===== config.mk =====
export PLATFORM = sky130hd
export DESIGN_NAME = dbchecker_rd_splitter
export DESIGN_NICKNAME = d
export VERILOG_FILES = /design/src/rtl/dbchecker_rd_splitter.sv
export SDC_FILE = /design/constraint.sdc
export NUM_CORES = 1
export LEC_CHECK = 0
export ABC_AREA = 1
export BUFFER_PORTS_ARGS = -buffer_cell sky130_fd_sc_hd__buf_2
export CAP_MARGIN = 10
export CELL_PAD_IN_SITES_DETAIL_PLACEMENT = 1
export CELL_PAD_IN_SITES_GLOBAL_PLACEMENT = 1
export CORE_MARGIN = 8
export CORE_UTILIZATION = 29
export DETAILED_ROUTE_END_ITERATION = 8
export PLACE_DENSITY = 0.76
export SLEW_MARGIN = 20
export SYNTH_ARGS = -nofsm -noshare
export SYNTH_HDL_FRONTEND = slang
export SYNTH_SLANG_ARGS = --single-unit

===== constraint.sdc =====
create_clock -name clock -period 7.2 [get_ports clock]
set_input_delay 0.72 -clock clock [delete_from_list [all_inputs] [get_ports clock]]
set_output_delay 0.72 -clock clock [all_outputs]
set_load 0.1 [all_outputs]

===== src/rtl/dbchecker_rd_splitter.sv =====
// AXI read splitter: breaks INCR bursts into sub-bursts of at most MAX_BEATS beats that never
// cross a 4 KB boundary. Define RD_SPLITTER_STATS_EN to add burst/split counters.
module dbchecker_rd_splitter #(
  parameter int unsigned ADDR_W    = 64,
  parameter int unsigned DATA_W    = 128,
  parameter int unsigned MAX_BEATS = 16
) (
  input  logic              clock,
  input  logic              reset_n,
  input  logic              s_axi_ar_valid,
  output logic              s_axi_ar_ready,
  input  logic [ADDR_W-1:0] s_axi_ar_bits_addr,
  input  logic [7:0]        s_axi_ar_bits_len,
  input  logic [2:0]        s_axi_ar_bits_size,
  input  logic [1:0]        s_axi_ar_bits_burst,
  input  logic [3:0]        s_axi_ar_bits_cache,
  input  logic [2:0]        s_axi_ar_bits_prot,
  input  logic [3:0]        s_axi_ar_bits_qos,
  input  logic              s_axi_ar_bits_lock,
  output logic              s_axi_r_valid,
  input  logic              s_axi_r_ready,
  output logic [DATA_W-1:0] s_axi_r_bits_data,
  output logic [1:0]        s_axi_r_bits_resp,
  output logic              s_axi_r_bits_last,
  output logic              m_axi_ar_valid,
  input  logic              m_axi_ar_ready,
  output logic [ADDR_W-1:0] m_axi_ar_bits_addr,
  output logic [7:0]        m_axi_ar_bits_len,
  output logic [2:0]        m_axi_ar_bits_size,
  output logic [1:0]        m_axi_ar_bits_burst,
  output logic [3:0]        m_axi_ar_bits_cache,
  output logic [2:0]        m_axi_ar_bits_prot,
  output logic [3:0]        m_axi_ar_bits_qos,
  output logic              m_axi_ar_bits_lock,
  input  logic              m_axi_r_valid,
  output logic              m_axi_r_ready,
  input  logic [DATA_W-1:0] m_axi_r_bits_data,
  input  logic [1:0]        m_axi_r_bits_resp,
  input  logic              m_axi_r_bits_last
`ifdef RD_SPLITTER_STATS_EN
  ,
  output logic [31:0]       stat_bursts,
  output logic [31:0]       stat_splits
`endif
);

  localparam logic [1:0] StIdle  = 2'd0;
  localparam logic [1:0] StIssue = 2'd1;
  localparam logic [1:0] StData  = 2'd2;
  localparam logic [1:0] BurstIncr = 2'b01;
  localparam logic [8:0] MaxBeats  = 9'(MAX_BEATS);

  logic [1:0]        state_q, state_d;
  logic              init_q;
  logic [ADDR_W-1:0] addr_q, addr_d;
  logic [8:0]        rem_q, rem_d;
  logic [2:0]        size_q;
  logic [1:0]        burst_q;
  logic [3:0]        cache_q, qos_q;
  logic [2:0]        prot_q;
  logic              lock_q;

  logic              ar_hs, issue_hs, r_last_hs, in_data;
  logic [11:0]       aligned12;
  logic [12:0]       bnd;
  logic [8:0]        bnd9, beats;
  logic [ADDR_W-1:0] addr_mask;

  // Beats left before the next 4 KB page, counted from the size-aligned address.
  assign aligned12 = addr_q[11:0] & ~((12'd1 << size_q) - 12'd1);
  assign bnd       = (13'd4096 - {1'b0, aligned12}) >> size_q;
  assign bnd9      = (bnd > 13'd256) ? 9'd256 : 9'(bnd);
  assign addr_mask = (ADDR_W'(1) << size_q) - ADDR_W'(1);

  always_comb begin
    beats = rem_q;
    if (burst_q == BurstIncr) begin
      if (beats > MaxBeats) beats = MaxBeats;
      if (beats > bnd9)     beats = bnd9;
    end
  end

  assign in_data   = (state_q == StData);
  assign ar_hs     = s_axi_ar_valid & s_axi_ar_ready;
  assign issue_hs  = m_axi_ar_valid & m_axi_ar_ready;
  assign r_last_hs = in_data & m_axi_r_valid & s_axi_r_ready & m_axi_r_bits_last;

  always_comb begin
    state_d = state_q;
    addr_d  = addr_q;
    rem_d   = rem_q;
    unique case (state_q)
      StIdle: if (ar_hs) begin
        state_d = StIssue;
        addr_d  = s_axi_ar_bits_addr;
        rem_d   = {1'b0, s_axi_ar_bits_len} + 9'd1;
      end
      StIssue: if (issue_hs) begin
        state_d = StData;
        rem_d   = rem_q - beats;
        addr_d  = (addr_q & ~addr_mask) + (ADDR_W'(beats) << size_q);
      end
      StData: if (r_last_hs) state_d = (rem_q != 9'd0) ? StIssue : StIdle;
      default: state_d = StIdle;
    endcase
  end

  always_ff @(posedge clock or negedge reset_n) begin
    if (!reset_n) begin
      state_q <= StIdle;
      init_q  <= 1'b0;
      addr_q  <= '0;
      rem_q   <= '0;
      size_q  <= '0;
      burst_q <= '0;
      cache_q <= '0;
      prot_q  <= '0;
      qos_q   <= '0;
      lock_q  <= 1'b0;
    end else begin
      state_q <= state_d;
      init_q  <= 1'b1;
      addr_q  <= addr_d;
      rem_q   <= rem_d;
      if (ar_hs) begin
        size_q  <= s_axi_ar_bits_size;
        burst_q <= s_axi_ar_bits_burst;
        cache_q <= s_axi_ar_bits_cache;
        prot_q  <= s_axi_ar_bits_prot;
        qos_q   <= s_axi_ar_bits_qos;
        lock_q  <= s_axi_ar_bits_lock;
      end
    end
  end

  // init_q keeps ar_ready low until the first edge after reset release.
  assign s_axi_ar_ready = init_q & (state_q == StIdle);

  assign m_axi_ar_valid      = (state_q == StIssue);
  assign m_axi_ar_bits_addr  = addr_q;
  assign m_axi_ar_bits_len   = 8'(beats - 9'd1);
  assign m_axi_ar_bits_size  = size_q;
  assign m_axi_ar_bits_burst = burst_q;
  assign m_axi_ar_bits_cache = cache_q;
  assign m_axi_ar_bits_prot  = prot_q;
  assign m_axi_ar_bits_qos   = qos_q;
  assign m_axi_ar_bits_lock  = lock_q;

  assign s_axi_r_valid     = in_data & m_axi_r_valid;
  assign m_axi_r_ready     = in_data & s_axi_r_ready;
  assign s_axi_r_bits_data = m_axi_r_bits_data;
  assign s_axi_r_bits_resp = m_axi_r_bits_resp;
  assign s_axi_r_bits_last = m_axi_r_bits_last & (rem_q == 9'd0);

`ifdef RD_SPLITTER_STATS_EN
  logic [31:0] bursts_q, splits_q;

  always_ff @(posedge clock or negedge reset_n) begin
    if (!reset_n) begin
      bursts_q <= '0;
      splits_q <= '0;
    end else begin
      if (ar_hs)    bursts_q <= bursts_q + 32'd1;
      if (issue_hs) splits_q <= splits_q + 32'd1;
    end
  end

  assign stat_bursts = bursts_q;
  assign stat_splits = splits_q;
`endif

endmodule


* After elaboration in Yosys (flattened, before gate mapping)
Cells that the tools add are included.
Storage, ports and cells: word-level logic and storage cells 64, bits in registers 93, output and inout port bits 224, bits of input ports 226
Operators by class: mux-type cells 16, equal/unequal tests 6, order comparisons 3, bitwise logic cells 12, shifts and indexed selects 4, reduce and logical (&&, ||, !) cells 6, $add $sub $neg 7
Operator list (count):
- 2-to-1 mux 64 bit | 2
- one-hot mux 64 bit (2 select lines) | 1
- adder 64 bit | 1
- bitwise AND 64 bit | 1
- NOT 64 bit | 1
- left shift 1 x 3 -> 64 bit, first input constant | 1
- left shift 9 x 3 -> 64 bit | 1
- subtractor 64 x 2 -> 64 bit, second input constant | 1
- 2-to-1 mux 9 bit | 7
- one-hot mux 9 bit (2 select lines) | 1
- > comparator 13 x 9 -> 1 bit, second input constant | 1
- right shift 13 x 3 -> 13 bit | 1
- subtractor 13 x 12 -> 13 bit, first input constant | 1
- bitwise AND 12 bit | 1
- NOT 12 bit | 1
- left shift 1 x 3 -> 12 bit, first input constant | 1
- subtractor 12 x 1 -> 12 bit, second input constant | 1
- adder 8 x 1 -> 9 bit, second input constant | 1
- > comparator 9 x 5 -> 1 bit, second input constant | 1
- > comparator 9 bit | 1
- logical NOT 9 bit | 1
- nonzero test 9 bit | 1
- subtractor 9 bit | 1
- bitwise AND 1 bit | 8
- other kinds (11) | 16

* Longest topological paths before layout
depth in word-level cells 15, depth in mapped cells 61, depth with buffers taken out 59

* Least setup slack after synthesis
Ideal clock, no wire load.
path type register to register, from reg size_q[0], in the netlist m_axi_ar_bits_size[0], to reg addr_q[56], in the netlist m_axi_ar_bits_addr[56], arrival 8.420 ns, buffers on the path 3, period minus slack after synthesis 8.503 ns, cell stages (with the launch flop) 58, required time 7.117 ns, path slack -1.303 ns, cell sequence dfrtp_1 clkinv_1 buf_4 clkbuf_1 nand2_1 ha_1 nand2_1 ha_1 inv_1 nor2_1 nand2_1 inv_2 nand3b_1 nand3_1 nand2_1 nand2_1 nand3_1 o21ai_1 [... 22 more ...] ha_1 nand2_1 nand2_1 a21oi_1 o21ai_0 a31oi_1 o21ai_2 nand2_1 nand2_1 a21oi_1 o21ai_2 nand2_1 nor2_1 nand2_1 or2_2 nand3_1 o211ai_1 o21ai_0
On the way: longest elaborated chain between the ends 15, elaborated cells between the ends (all ways) 19, those cells by class add/sub (4); order compare (2); shift (4); mux (5); bitwise (4)
RTL lines:
- from (decl) | line 57 | logic [2:0] size_q;
- from (signal assigned) | line 126 | size_q <= s_axi_ar_bits_size;
- left shift 1 x 3 -> 12 bit | line 70 | assign aligned12 = addr_q[11:0] & ~((12'd1 << size_q) - 12'd1);
- subtractor 12 x 1 -> 12 bit | line 70
- NOT 12 bit | line 70
- bitwise AND 12 bit | line 70
- subtractor 13 x 12 -> 13 bit | line 71 | assign bnd = (13'd4096 - {1'b0, aligned12}) >> size_q;
- right shift 13 x 3 -> 13 bit | line 71
- > comparator 13 x 9 -> 1 bit | line 72 | assign bnd9 = (bnd > 13'd256) ? 9'd256 : 9'(bnd);
- 2-to-1 mux 9 bit | line 72
- > comparator 9 bit | line 79 | if (beats > bnd9) beats = bnd9;
- 2-to-1 mux 9 bit | line 79
- 2-to-1 mux 9 bit | line 77 | if (burst_q == BurstIncr) begin
- left shift 9 x 3 -> 64 bit | line 101 | addr_d = (addr_q & ~addr_mask) + (ADDR_W'(beats) << size_q);
- adder 64 bit (*) | line 101
- 2-to-1 mux 64 bit (*) | line 98 | StIssue: if (issue_hs) begin
- one-hot mux 64 bit (2 select lines) (*) | line 92 | unique case (state_q)
- to (signal assigned) | line 123 | addr_q <= addr_d;
- to (decl) | line 55 | logic [ADDR_W-1:0] addr_q, addr_d;
Mark *: on every way between the ends. The rest lies on a longest branch, timed or not. The select of a mux whose other input is x is not followed. A chain may end at the register's enable or synchronous reset.

* Worst setup path in the final report
from reg size_q[2], in the netlist m_axi_ar_bits_size[2], to reg addr_q[49], in the netlist m_axi_ar_bits_addr[49]
Same word-level chain as after synthesis.

==> flow_metrics.py <==
metrics = {
    "sta": {
        "setup_viol_count_final": 0,
        "worst_slew_pin_slew_ns": 0.971,
        "relSlewSlack_pct": 35.1,
        "period_share_pct": 97.9,
        "skew_ns": 0.0195,
        "maxSlewViolCount": 0,
        "rsz0062_at_grt": "true",
        "timing.final.ws_setup_ns": 0.150,
        "final_hold_viol_count": 0,
        "min_period_ns": 7.05,
        "max_freq_mhz": 142,
    },
    "critical_path": {
        "critPathLaunchType": "flop",
        "arrival_ns": 7.29,
        "cpPeakStageDelay_ns": 0.54,
        "path_class": "flop to flop",
        "end_kind": "flop",
        "worstPathRequired_ns": 7.44,
        "cp_max_fo": 5,
        "cp_slowest_cell": "dfrtp_4",
    },
    "yosys": {
        "synth_simple_gate_area_share_pct": 33.7,
        "synth_adder_area_share_pct": 5.07,
        "synth_compound_area_share_pct": 14.2,
        "seq_area_frac_synth_pct": 22.9,
        "muxShareOfSynthArea_pct": 1.44,
        "synth_edf_count": 0,
        "ys_warn_count": 0,
        "synthArstFlopShare_pct": 100,
        "synth_seq_cells": 93,
        "synth_top_family_by_area": "simple AND/OR/NAND/NOR gates",
        "synth_xor_area_share_pct": 2.75,
        "ys.flop_type": "dfrtp_1",
        "synthDistinctLibCells": 49,
        "syn_avg_cell_area_um2": 6.35,
        "synth_cells": 1602,
        "syn_area_mm2": 0.0102,
    },
    "clocking": {
        "insertion_delay_ns": 0.38,
        "root_buffer": "clkbuf_16",
        "clk_path_buf_depth": 2,
        "clk_pin_slew_ns": 0.08,
        "h-tree-depth": 3,
        "numCtsBuffers": 9,
        "cts_tree": "done",
        "cts_hold_buf": 0,
        "clock_sinks": 93,
    },
    "route": {
        "ant_nets": 0,
        "totalWireLength_mm": 46.1,
        "dr.pass1.iters": 4,
        "detail_route.wl_per_cell_um": 20.9,
        "drc": 0,
        "vias_per_cell": 5.18,
        "via_count": 11415,
        "dr.first_iter.drc_count": 529,
    },
    "global_route": {
        "grt_max_degree": 65,
        "antenna_found_initial": 0,
        "grt_pass1_vias": 12106,
        "grt_overflow": 0,
        "track_usage_pct": 21.2,
        "grt_pass1_wl_mm": 68.9,
    },
    "placement": {
        "hpwlAfterDp_mm": 36.5,
        "pre_cts_ws_ns": -0.259,
        "port_buffers": 189,
        "gp_congestion": 0.937,
    },
    "die": {
        "ios": 450,
        "num_rows": 68,
        "start_util_pct": 29.5,
        "core_mm2": 0.0345,
        "fp.dieH_um": 203,
        "die_w_um": 203,
        "floorplan.die_area_mm2": 0.0413,
    },
    "final_layout": {
        "post_route_cells_drive_above_1_share_pct": 31.6,
        "layout.nets": 2011,
        "area_growth_syn_to_layout_pct": 23.5,
        "multiInputGateArea_mm2": 0.00660,
        "fillers": 4540,
        "diodes": 0,
        "seqCellArea_mm2": 0.00234,
    },
    "run": {
        "drv_cap": 0,
    },
    "status": {
        "outcome": "completed",
    },
    "min_path": {
        "hold_class": "input port to asynchronous set/reset pin",
    },
}
-- critical path: cells and delay by family, from the launching register on --
family          cells  cell delay [ns]
simple gates       31             2.92
buf+inv             5             0.51
compound gates     13             2.05
fa+ha+maj           4             0.88
flops               1             0.54
-- per-stage QoR --
stage                     cells  cell area (µm²)  util [%]  setup TNS (ns)  hold slack [ns]
after CTS                  2189            11800      34.2               0            0.410
after global routing       2204            12600      36.4           -8.82            0.437
final                      2204            12600      36.4               0            0.389
after floorplan            1605            10300         -         -0.0898            0.424
after detailed placement   2169            11400      32.9           -3.32            0.491
after global placement     2169            11400      32.9          -0.372            0.485
-- state kept, by name, summed over array words and instances, names as in the netlist --
signal               flops
m_axi_ar_bits_lock       1
m_axi_ar_bits_qos        4
m_axi_ar_bits_size       3
rem_q                    9
state_q                  2
init_q                   1
m_axi_ar_bits_burst      2
m_axi_ar_bits_prot       3
m_axi_ar_bits_cache      4
m_axi_ar_bits_addr      64
-- layer usage --
layer / wire length, µm / part of all wire (%) / global-route usage, % / vias to the layer above
met2: 22800 / 49 / 36.8 / 370
li1: - / - / - / 5399
met5: 0 / 0 / 0 / -
met3: 2910 / 6.3 / 5.44 / 94
met1: 18800 / 41 / 24.5 / 5552
met4: 1650 / 3.6 / 9.12 / 0
-- worst paths after layout --
path / start / slack (ns) / endpoint / cells past startpoint
max: m_axi_ar_bits_size[2] / 0.15 / m_axi_ar_bits_addr[49] / 53
min reg2reg: m_axi_ar_bits_qos[3] / 0.50 / m_axi_ar_bits_qos[3] / 1
max reg2reg: m_axi_ar_bits_size[2] / 0.15 / m_axi_ar_bits_addr[49] / 53
min: reset_n / 0.39 / m_axi_ar_bits_addr[60] / 1
max in group asynchronous: reset_n / 5.58 / m_axi_ar_bits_size[2] / 2
min in group clock: m_axi_ar_bits_qos[3] / 0.50 / m_axi_ar_bits_qos[3] / 1
-- area by class of cell --
cell class	count	share of cell area, %
Sequential cell	93	18.6
Clock buffer	11	1.93
Clock inverter	4	0.577
Tap cell	455	4.53
Multi-Input combinational cell	1116	52.5
Inverter	212	6.46
Timing Repair Buffer	313	15.4
-- layout by cell type, fill, tap and decap left out, types with 12 or more instances in the layout --
cell type  count
ha_1          27
inv_1        188
buf_6         13
nand3_1      118
or2_2         17
o21ai_0       75
nor2_2        13
o21ai_1       27
nand4_1       28
nor3_1        33
o22ai_1       21
inv_2         18
nor4_1        14
xor2_1        23
mux2_2        13
nand3_2       36
o211ai_1      27
o21ai_2       12
nand2_2       47
nand2_1      258
nor2_4        14
nor2_1       168
buf_4        111
a21oi_1       50
dfrtp_1       90
buf_2        188
-- cells by family after synthesis --
kind of cell    count (synthesis)
flops                          93
other cells                     2
mux                            13
xor+xnor                       32
fa+ha+maj                      40
buf+inv                       396
simple gates                  774
compound gates                252
-- cell usage after synthesis (14+ instances only) --
cell type	n	area (µm²)
nor3_1	37	185
xor2_1	24	210
dfrtp_1	93	2330
or2_2	23	144
o22ai_1	24	150
o21ai_0	106	531
a21oi_1	58	290
nand2_1	304	1140
nor2_1	189	709
clkbuf_1	35	131
inv_1	201	754
o211ai_1	27	203
buf_4	134	1010
nand4_1	28	175
nor4_1	14	87.6
ha_1	38	475
nand3_1	148	741
-- what timing repair did --
action                                 CTS  global route
endpoints found under the hold margin    0             0
setup endpoints to repair               39            55
pin swaps                                5            87
cloned                                   0             0
resized for setup                       22           185
buffers inserted                         5            17
Power is not shown: default switching activity piles up to over one toggle a cycle in this logic, so the estimate is an artifact.
